--- src/rtl/relu_maxpool1_if.sv ---
// Stream bundle for relu_maxpool1: raw conv beats in, pooled beats out.
interface relu_maxpool1_if #(
   parameter int DATA_W = 8,
   parameter int CH     = 4
);
   logic [CH*DATA_W-1:0] in_data;
   logic                 in_valid;
   logic [CH*DATA_W-1:0] out_data;
   logic                 out_valid;
   logic                 out_last;

   modport master (
      output in_data,
      output in_valid,
      input  out_data,
      input  out_valid,
      input  out_last
   );

   modport slave (
      input  in_data,
      input  in_valid,
      output out_data,
      output out_valid,
      output out_last
   );
endinterface

--- src/rtl/relu_maxpool1.sv ---
// ReLU + per-channel 1-D max-pool after conv layer 1, with row/layer framing.
// Fully registered: outputs change one clk after the closing input beat.
module relu_maxpool1 #(
   parameter int DATA_W     = 8,
   parameter int CH         = 4,
   parameter int POOL       = 2,
   parameter int FRAME_LEN  = 61,
   parameter int NUM_FRAMES = 42
) (
   input  logic             clk,
   input  logic             rst_n,
   input  logic             soft_clr,
   relu_maxpool1_if.slave   bus,
   output logic             done
);

   localparam int PW = (POOL > 1) ? $clog2(POOL) : 1;
   localparam int XW = (FRAME_LEN > 1) ? $clog2(FRAME_LEN) : 1;
   localparam int FW = (NUM_FRAMES > 1) ? $clog2(NUM_FRAMES) : 1;

   typedef enum logic {
      RUN  = 1'b0,
      DONE = 1'b1
   } state_t;

   typedef logic [CH-1:0][DATA_W-1:0] vec_t;

   state_t          state_q, state_d;
   logic [PW-1:0]   pool_q, pool_d;
   logic [XW-1:0]   pos_q, pos_d;
   logic [FW-1:0]   frame_q, frame_d;
   vec_t            acc_q, acc_d;
   vec_t            odat_q, odat_d;
   logic            oval_q, oval_d;
   logic            olast_q, olast_d;
   logic            done_q, done_d;

   vec_t            relu;
   vec_t            upd;
   logic            first;
   logic            pool_end;
   logic            pos_end;
   logic            frame_end;

   assign first     = (pool_q == '0);
   assign pool_end  = (pool_q == PW'(POOL-1));
   assign pos_end   = (pos_q == XW'(FRAME_LEN-1));
   assign frame_end = (frame_q == FW'(NUM_FRAMES-1));

   // Clamped values are non-negative, so an unsigned max is correct.
   always_comb begin
      relu = '0;
      upd  = '0;
      for (int c = 0; c < CH; c++) begin
         relu[c] = bus.in_data[c*DATA_W+DATA_W-1] ?
                   '0 : bus.in_data[c*DATA_W +: DATA_W];
         if (first || (relu[c] > acc_q[c])) begin
            upd[c] = relu[c];
         end else begin
            upd[c] = acc_q[c];
         end
      end
   end

   always_comb begin
      state_d = state_q;
      pool_d  = pool_q;
      pos_d   = pos_q;
      frame_d = frame_q;
      acc_d   = acc_q;
      odat_d  = odat_q;
      oval_d  = 1'b0;
      olast_d = 1'b0;
      done_d  = done_q;

      if (soft_clr) begin
         state_d = RUN;
         pool_d  = '0;
         pos_d   = '0;
         frame_d = '0;
         acc_d   = '0;
         odat_d  = '0;
         done_d  = 1'b0;
      end else begin
         unique case (state_q)
            RUN: begin
               if (bus.in_valid) begin
                  acc_d = upd;
                  if (pool_end || pos_end) begin
                     odat_d = upd;
                     oval_d = 1'b1;
                     pool_d = '0;
                  end else begin
                     pool_d = pool_q + 1'b1;
                  end
                  if (pos_end) begin
                     pos_d   = '0;
                     olast_d = 1'b1;
                     if (frame_end) begin
                        frame_d = '0;
                        done_d  = 1'b1;
                        state_d = DONE;
                     end else begin
                        frame_d = frame_q + 1'b1;
                     end
                  end else begin
                     pos_d = pos_q + 1'b1;
                  end
               end
            end
            DONE: begin
               state_d = DONE;
            end
            default: begin
               state_d = RUN;
            end
         endcase
      end
   end

   always_ff @(posedge clk or negedge rst_n) begin
      if (!rst_n) begin
         state_q <= RUN;
         pool_q  <= '0;
         pos_q   <= '0;
         frame_q <= '0;
         acc_q   <= '0;
         odat_q  <= '0;
         oval_q  <= 1'b0;
         olast_q <= 1'b0;
         done_q  <= 1'b0;
      end else begin
         state_q <= state_d;
         pool_q  <= pool_d;
         pos_q   <= pos_d;
         frame_q <= frame_d;
         acc_q   <= acc_d;
         odat_q  <= odat_d;
         oval_q  <= oval_d;
         olast_q <= olast_d;
         done_q  <= done_d;
      end
   end

   assign bus.out_data  = odat_q;
   assign bus.out_valid = oval_q;
   assign bus.out_last  = olast_q;
   assign done          = done_q;

endmodule

--- src/flat_wrapper.sv ---
// flat-port wrapper written by rule: the top's interface ports become plain ports
module relu_maxpool1_flat 
#(
   parameter int DATA_W     = 8,
   parameter int CH         = 4,
   parameter int POOL       = 2,
   parameter int FRAME_LEN  = 61,
   parameter int NUM_FRAMES = 42
)
  (clk, rst_n, soft_clr, done, bus_in_data, bus_in_valid, bus_out_data, bus_out_valid, bus_out_last);
  relu_maxpool1_if #(.DATA_W(DATA_W), .CH(CH)) bus_i ();
  input  logic clk;
  input  logic rst_n;
  input  logic soft_clr;
  output logic done;
  input wire logic [$bits(bus_i.in_data)-1:0] bus_in_data;
  input wire logic [$bits(bus_i.in_valid)-1:0] bus_in_valid;
  output wire logic [$bits(bus_i.out_data)-1:0] bus_out_data;
  output wire logic [$bits(bus_i.out_valid)-1:0] bus_out_valid;
  output wire logic [$bits(bus_i.out_last)-1:0] bus_out_last;
  assign bus_i.in_data = bus_in_data;
  assign bus_i.in_valid = bus_in_valid;
  assign bus_out_data = bus_i.out_data;
  assign bus_out_valid = bus_i.out_valid;
  assign bus_out_last = bus_i.out_last;
  relu_maxpool1 #(.DATA_W(DATA_W), .CH(CH), .POOL(POOL), .FRAME_LEN(FRAME_LEN), .NUM_FRAMES(NUM_FRAMES)) u_core (.clk(clk), .rst_n(rst_n), .soft_clr(soft_clr), .bus(bus_i), .done(done));
endmodule
--- config.mk ---
export PLATFORM = sky130hd
export DESIGN_NAME = relu_maxpool1_flat
export DESIGN_NICKNAME = d
export VERILOG_FILES = /design/src/rtl/relu_maxpool1_if.sv /design/src/rtl/relu_maxpool1.sv /design/src/flat_wrapper.sv
export SDC_FILE = /design/constraint.sdc
export NUM_CORES = 1
export LEC_CHECK = 0
export ABC_CLOCK_PERIOD_IN_PS = 4300
export CAP_MARGIN = 40
export CORE_MARGIN = 2
export CORE_UTILIZATION = 30
export CTS_BUF_LIST = sky130_fd_sc_hd__clkbuf_8
export CTS_CLUSTER_DIAMETER = 50
export CTS_CLUSTER_SIZE = 14
export DETAILED_ROUTE_END_ITERATION = 10
export SLEW_MARGIN = 20
export SYNTH_ARGS = -nofsm -noshare
export SYNTH_HDL_FRONTEND = slang
export SYNTH_SLANG_ARGS = --single-unit
--- constraint.sdc ---
create_clock -name clk -period 4.3 [get_ports clk]
set_clock_uncertainty 0.05 [all_clocks]
set_input_delay 0.86 -clock clk [delete_from_list [all_inputs] [get_ports clk]]
set_output_delay 0.86 -clock clk [all_outputs]
set_load 0.05 [all_outputs]
# Yosys cells after proc, flatten, opt, wreduce, memory -nomap -nowiden
# Index checks and enable logic that the tools add are counted.
# op_classes
add_sub_neg	3
mux	46
reduce_logical	13
n_bitwise	2
magnitude_cmp	4
n_eq_ne	3
# ops
operator	n
32-bit two-way mux	7
6-bit two-way mux	9
8-bit greater-than comparator	4
8-bit two-way mux	4
7-bit two-way mux	4
1-bit two-way mux	21
6-bit by 1-bit adder with 6-bit output, second input constant	2
6-bit == test, second input constant	2
2-bit nonzero test	4
3-bit AND reduction	2
1-bit logical OR	5
4-bit AND reduction	1
2-bit != test, second input constant	1
1-bit inverter	2
1-bit one-hot mux with 2 select lines	1
2-bit AND reduction	1
1-bit adder, second input constant	1
# word_totals
input_bits	36
out_inout_bits	35
word_cells	86
regBits	81

# Logic depth before layout (Yosys ltp)
# Gate-level depths: netlist of run 1.
# depth
depth_word	8
mapped_depth	10

# Least setup slack after synthesis of run 1
# No wires, ideal clock.
# synth_timing
path_type	input port to flip-flop
startpoint	input port bus_in_data[5]
endpoint	register u_core.acc_q[0] (netlist bit)
path_buffers	0
setup_slack_ps	1582
t_arrival_ps	2540
stages	7
path_cell_list	nor2b_1 ha_1 nand4b_1 nor2_1 o41a_1 a21oi_4 mux2_1
# synth_via
elab_chain_cells	7
# synth_rtl
element	line_no	rtl
start, declared	flat_wrapper.sv:16	input wire logic [$bits(bus_i.in_data)-1:0] bus_in_data;
7-bit two-way mux	relu_maxpool1.sv:55	relu[c] = bus.in_data[c*DATA_W+DATA_W-1] ?
8-bit greater-than comparator	relu_maxpool1.sv:57	if (first || (relu[c] > acc_q[c])) begin
1-bit logical OR	relu_maxpool1.sv:57	
8-bit two-way mux	relu_maxpool1.sv:57	
32-bit two-way mux	relu_maxpool1.sv:87	if (bus.in_valid) begin
32-bit two-way mux	relu_maxpool1.sv:85	unique case (state_q)
32-bit two-way mux	relu_maxpool1.sv:76	if (soft_clr) begin
end signal, assigned	relu_maxpool1.sv:127	acc_q <= '0;
end signal, assigned	relu_maxpool1.sv:137	acc_q <= acc_d;
end, declared	relu_maxpool1.sv:32	vec_t acc_q, acc_d;
# Every way passes these cells. The select of a mux whose other input is x is not followed.
# A chain may end at the register's enable or synchronous reset.

# Final worst setup path of run 1
# layout_timing
startpoint	input port bus_in_data[7]
endpoint	register u_core.acc_q[0] (netlist bit)
# layout_via
elab_chain_cells	7
# layout_rtl
element	line_no
7-bit two-way mux (*)	relu_maxpool1.sv:55
8-bit greater-than comparator	relu_maxpool1.sv:57
1-bit logical OR	relu_maxpool1.sv:57
8-bit two-way mux (*)	relu_maxpool1.sv:57
32-bit two-way mux (*)	relu_maxpool1.sv:87
32-bit two-way mux (*)	relu_maxpool1.sv:85
32-bit two-way mux (*)	relu_maxpool1.sv:76
# Every way passes the cells marked *; elsewhere a longest branch is shown, timed or not. The select of a mux whose other input is x is not followed.

==> results.tsv, run 1 <==
stage	metric	value	unit
status	outcome	finished clean	
clocking	Clk Latency, worst-skew pair	0.37	ns
finish	number of diodes	0	
worst_setup_path	Critical Path Fanout Max	8	
worst_setup_path	critical path launch point type	input port	
placed_design	GPL Wtd Cong	0.805	
floorplanning	I/O Pins	71	
grt	vias in the first global route	4233	
synth	number of synthesized flops with an enable pin	0	
grt	M1 GR Usage	19.0	%
synth	leading area contributor after synthesis	dfrtp_1	
clocking	Worst-path clk slew	0.09	ns
timing	Slew Viols, Final	0	
detailed_routing	drt drc	0	
floorplanning	placeable core region	15800	µm²
synth	Yosys top cell area share	42.1	%
timing	setup violators final	0	
synth	predominant post-synthesis flop cell	dfrtp_1	
clocking	TritonCTS clock tree	built	
worst_setup_path	CP max stage delay	0.56	ns
grt	largest net degree at the start of global routing	66	
placed_design	dpl hpwl	8.32	mm
pwr	worst ir drop on vdd	0.000152	V
floorplanning	Initial Util	30.5	%
finish	ratio of cells with drive above 1 in the final layout	6.00	%
synth	syn_nets	572	
timing	fmax	308	MHz
clocking	Root Buffer	clkbuf_8	
grt	GRT met3 Usage	3.30	%
floorplanning	Die Width	131	µm
synth	Yosys reg bits	81	
detailed_routing	via count	4066	
synth	Synth Warn #	0	
synth	most common library cells after synthesis	dfrtp_1, nand2_1, ha_1, nor2b_1, inv_1	
timing	Slew Limit Headroom	46.9	%
timing	Worst Max-Slew Pin Slew	0.796	ns
clocking	TritonCTS Buffers	9	
worst_setup_path	critical path cell sequence	clkdlybuf4s50_1, nor2b_1, ha_1, nand4b_1, nor2_1, o41a_1, a21oi_4, mux2_1	
synth	Synth Cell Area	4820	µm²
detailed_routing	Post-DRT Antenna Nets	0	
timing	final critical-path share of the clock period	75.6	%
synth	synth unique cells	51	
grt	global-route wire length before repair	20.3	mm
detailed_routing	DR WL/cell	15.6	µm
grt	antenna violations before repair	0	
timing	Setup TNS Final	0	ns
floorplanning	die height	131	µm
grt	gr busiest metal	met2	
floorplanning	Die Area	17100	µm²
timing	min Tclk post-route	3.25	ns
synth	ranking of synthesized cells by area	dfrtp_1, ha_1, nand2_1	
worst_setup_path	WS Path Type	input port to flip-flop	
grt	Congestion Overflow GR	0	
placed_design	port bufs	70	
worst_setup_path	CP required	4.49	ns
clocking	Sink Count	81	
pwr	leak pwr	2.44	nW
floorplanning	row cnt	46	
worst_hold_path	Worst Hold Class	input port to async pin	
worst_setup_path	CP endpoint kind	flip-flop	
detailed_routing	DR vias/cell	5.19	
clocking	post-cts sizing count	0	
grt	met2 Usage GRT	24.7	%
worst_setup_path	r2r setup slk	1.92	ns
worst_setup_path	Top delay family on crit path	compound AO/OA/AOI/OAI gates	
synth	sequential share of the synthesized area	42.1	%
detailed_routing	DRT Pass-1 Iters	4	
clocking	H-tree depth	3	
synth	syn_area_per_cell	9.56	µm²
clocking	Max Root-Sink Buffers	2	
timing	final hold vios	0	
pwr	Power per Cell Area	297	nW/µm²
clocking	hold bufs inserted after CTS	0	
synth	cell with the most instances after synthesis	dfrtp_1	
worst_setup_path	critical path's slowest cell	clkdlybuf4s50_1	
finish	Total Nets Final	630	
timing	RSZ-0062 raised after global routing	false	
detailed_routing	drt first-iter violations	285	
synth	cell count after synthesis	504	
synth	Async SR Flop Fraction	100	%
worst_setup_path	Worst EP arrival	3.44	ns
clocking	postcts setup bufs	0	
pwr	total power	0.00176	W
grt	GRT Util Overall	15.0	%
job	Max-Cap Viols	0	
worst_setup_path	Buf/Inv on CP	1	
detailed_routing	Post-Route WL	12.2	mm
finish	area grow syn2layout	23.1	%
-- kinds of logic after synthesis --
kind of cell | Yosys count | synth area share, %
AOI/OAI and AO/OA | 111 | 18.2
muxes | 16 | 3.35
adders and majority gates | 32 | 8.31
DFF | 81 | 42.1
buffers and inverters | 63 | 5.97
xor gates and xnor gates | 3 | 0.546
and+or+nand+nor | 198 | 21.6
-- power by group --
| group | switching, W | leakage, nW | internal (W) |
|---|---|---|---|
| Sequential | 0.0000176 | 1.12 | 0.000783 |
| Combinational | 0.000215 | 1.20 | 0.000128 |
| Clock | 0.000296 | 0.117 | 0.000323 |
| Total | 0.000529 | 2.44 | 0.00123 |
-- layer usage --
layer | wire, µm | vias to the layer above
met1 | 5640 | 1994
met3 | 501 | 20
li1 | - | 1968
met4 | 247 | 0
met5 | 0 | -
met2 | 5800 | 84
-- through the flow --
stage / hold slack (ns) / cells / util [%] / setup WS, ns / cell area, µm²
finish: 0.315 / 783 / 37.6 / 1.05 / 5930
global route: 0.321 / 783 / 37.6 / 0.976 / 5930
CTS: 0.463 / 782 / 37.4 / 1.11 / 5900
detailed placement: 0.443 / 766 / 36.1 / 0.706 / 5690
global placement: 0.431 / 766 / 36.1 / 0.503 / 5690
floorplan: 0.426 / 504 / - / 1.58 / 4820
-- layout by cell type, fill, tap and decap left out, types with 3 or more instances in the layout --
cell type        instances
dfrtp_1                 81
nand2b_1                 8
o31ai_1                 12
nor4_1                  12
ha_1                    32
nor2_1                  19
and2_1                   7
inv_1                   31
o2111ai_1               12
o211ai_1                16
clkbuf_8                 9
nand4_1                 21
and2_0                   7
a21o_1                   4
a21oi_1                 12
mux2i_1                 15
a211o_1                  4
nand3_1                  5
a221o_1                 14
clkdlybuf4s50_1         69
nand2_1                 69
buf_4                   11
nand4b_1                 5
o21ai_0                 10
a31oi_1                  5
nor2b_1                 30
nor3b_1                  6
a211oi_1                 3
-- cell type report --
class,instances,area [µm²]
timing repair buffer,81,801
clock inverter,7,88.8
inverter,29,114
multi-input combinational,360,2510
sequential,81,2030
tap,216,270
fill,1613,9840
clock buffer,9,124
-- sequential cells by signal, indices dropped and copies added, names as in the netlist --
| name | flops |
|---|---|
| u_core.frame_q | 6 |
| u_core.bus.out_valid | 1 |
| u_core.bus.out_last | 1 |
| u_core.bus.out_data | 32 |
| u_core.pos_q | 6 |
| u_core.done | 1 |
| u_core.pool_end | 1 |
| u_core.state_q | 1 |
| u_core.acc_q | 32 |
-- path summary, 6_finish.rpt --
kind | startpoint | to | cells after the start
hold / removal | rst_n | u_core.acc_q[4]$_DFFE_PN0P_ | 1
max in group asynchronous | rst_n | u_core.bus.out_data[21]$_DFFE_PN0P_ | 3
setup reg to reg | u_core.acc_q[5]$_DFFE_PN0P_ | u_core.acc_q[0]$_DFFE_PN0P_ | 7
min in group clk | u_core.bus.out_data[15]$_DFFE_PN0P_ | u_core.bus.out_data[15]$_DFFE_PN0P_ | 2
hold reg to reg | u_core.bus.out_data[15]$_DFFE_PN0P_ | u_core.bus.out_data[15]$_DFFE_PN0P_ | 2
setup / recovery | bus_in_data[7] | u_core.acc_q[0]$_DFFE_PN0P_ | 8
-- worst register-to-register path: cells and delay by family, from the launching register on --
family / cells / cell delay [ns]
compound gates: 2 / 0.80
fa+ha+maj: 1 / 0.25
buf+inv: 1 / 0.10
flops: 1 / 0.37
mux: 1 / 0.36
simple gates: 2 / 0.32
Note: power is estimated with default switching activity, not from simulation.
==> run 2: changes to the inputs <==
- ABC_CLOCK_PERIOD_IN_PS: 4300 -> 3000
- clock period: 4.3 -> 3 ns (I/O delays scaled with it)
==> results.tsv, run 2 (same netlist as run 1, synthesis figures left out) <==
stage	metric	value	unit
status	outcome	finished clean	
worst_setup_path	CP required	3.21	ns
detailed_routing	drt drc	0	
clocking	H-tree depth	3	
timing	setup violators final	0	
timing	Worst Max-Slew Pin Slew	0.745	ns
clocking	postcts setup bufs	0	
pwr	total power	0.00261	W
job	Max-Cap Viols	0	
detailed_routing	DRT Pass-1 Iters	4	
timing	Fin Hold WS	0.209	ns
worst_setup_path	CP endpoint kind	flip-flop	
detailed_routing	drt first-iter violations	266	
clocking	Root Buffer	clkbuf_8	
floorplanning	Initial Util	30.5	%
clocking	Worst-path clk slew	0.09	ns
pwr	Power per Cell Area	424	nW/µm²
detailed_routing	Post-Route WL	12.2	mm
detailed_routing	DR WL/cell	15.0	µm
finish	most frequent cells in the layout	dfrtp_1, clkdlybuf4s50_1, nand2_1, buf_4, ha_1	
worst_hold_path	Worst Hold Class	input port to async pin	
timing	final hold vios	0	
grt	global-route wire length before repair	20.3	mm
clocking	TritonCTS clock tree	built	
pwr	leak pwr	2.58	nW
floorplanning	Die Area	17100	µm²
pwr	worst ir drop on vdd	0.000196	V
clocking	Clk Latency, worst-skew pair	0.37	ns
finish	commonest non-fill, non-tap cell in the layout	dfrtp_1	
worst_setup_path	Critical Path Fanout Max	7	
timing	Slew Limit Headroom	50.3	%
timing	fmax	355	MHz
clocking	TritonCTS Buffers	9	
timing	min Tclk post-route	2.82	ns
worst_setup_path	WS Path Type	input port to flip-flop	
floorplanning	row cnt	46	
timing	RSZ-0062 raised after global routing	false	
grt	vias in the first global route	4262	
clocking	Max Root-Sink Buffers	2	
grt	GRT Util Overall	15.1	%
placed_design	GPL Wtd Cong	0.830	
placed_design	port bufs	70	
placed_design	dpl hpwl	8.65	mm
finish	ratio of cells with drive above 1 in the final layout	11.2	%
grt	Congestion Overflow GR	0	
timing	Slew Viols, Final	0	
timing	final critical-path share of the clock period	94.0	%
finish	Total Nets Final	659	
floorplanning	die height	131	µm
worst_setup_path	critical path launch point type	input port	
clocking	Sink Count	81	
detailed_routing	DR vias/cell	5.10	
floorplanning	I/O Pins	71	
detailed_routing	Post-DRT Antenna Nets	0	
placed_design	pre-CTS setup slack	-0.199	ns
placed_design	dpl cells	796	
floorplanning	placeable core region	15800	µm²
finish	number of diodes	0	
grt	largest net degree at the start of global routing	48	
detailed_routing	via count	4141	
clocking	post-cts sizing count	0	
timing	Final WS setup	0.181	ns
finish	area grow syn2layout	27.9	%
worst_setup_path	Worst EP arrival	3.03	ns
floorplanning	Die Width	131	µm
finish	fin cells	812	
clocking	hold bufs inserted after CTS	0	
grt	antenna violations before repair	0	
-- run 2: power by group --
part | internal [W] | switching [W] | total, W | leakage, nW
registers | 0.00112 | 0.0000266 | 0.00115 | 1.12
logic | 0.000223 | 0.000318 | 0.000540 | 1.34
clock network | 0.000494 | 0.000430 | 0.000924 | 0.116
-- run 2: path summary, 6_finish.rpt --
path,startpoint,end,slack [ns],cells after the start
setup / recovery,bus_in_data[15],u_core.bus.out_data[8]$_DFFE_PN0P_,0.18,9
max in group asynchronous,rst_n,u_core.bus.out_data[0]$_DFFE_PN0P_,2.05,2
hold / removal,rst_n,u_core.bus.out_data[4]$_DFFE_PN0P_,0.21,1
min in group clk,u_core.bus.out_data[15]$_DFFE_PN0P_,u_core.bus.out_data[15]$_DFFE_PN0P_,0.45,2
setup reg to reg,u_core.acc_q[13]$_DFFE_PN0P_,u_core.bus.out_data[8]$_DFFE_PN0P_,0.73,8
hold reg to reg,u_core.bus.out_data[15]$_DFFE_PN0P_,u_core.bus.out_data[15]$_DFFE_PN0P_,0.45,2
-- run 2: through the flow --
step	area [µm²]	utilization, %	setup TNS [ns]
2_1_floorplan	4820	-	0
3_3_place_gp	5920	37.6	-4.67
3_5_place_dp	5930	37.6	-3.35
4_1_cts	6160	39.1	0
5_1_grt	6160	39.1	0
6_report	6160	39.1	0
-- run 2: worst max-delay path, cell delays in order --
cell             delay, ns
clkdlybuf4s50_1       0.51
nor2b_1               0.25
ha_1                  0.29
nand4b_1              0.16
nor2_1                0.10
buf_4                 0.15
o41a_1                0.47
and4_1                0.23
a221o_1               0.26
-- run 2: layout make-up --
cell class,count,area (µm²)
Sequential cell,81,2030
Multi-Input combinational cell,360,2510
Clock buffer,10,138
Timing Repair Buffer,110,1010
Fill cell,1568,9610
Inverter,29,114
Clock inverter,6,91.3
Tap cell,216,270
-- run 2: metal layers --
layer  vias up  share of wire [%]  GRT usage, %
li1       2017                  -             -
met1      2014                 44          18.8
met2        94                 49          25.1
met3        16                5.3          3.58
met4         0                1.6          6.38
met5         -                  0             0
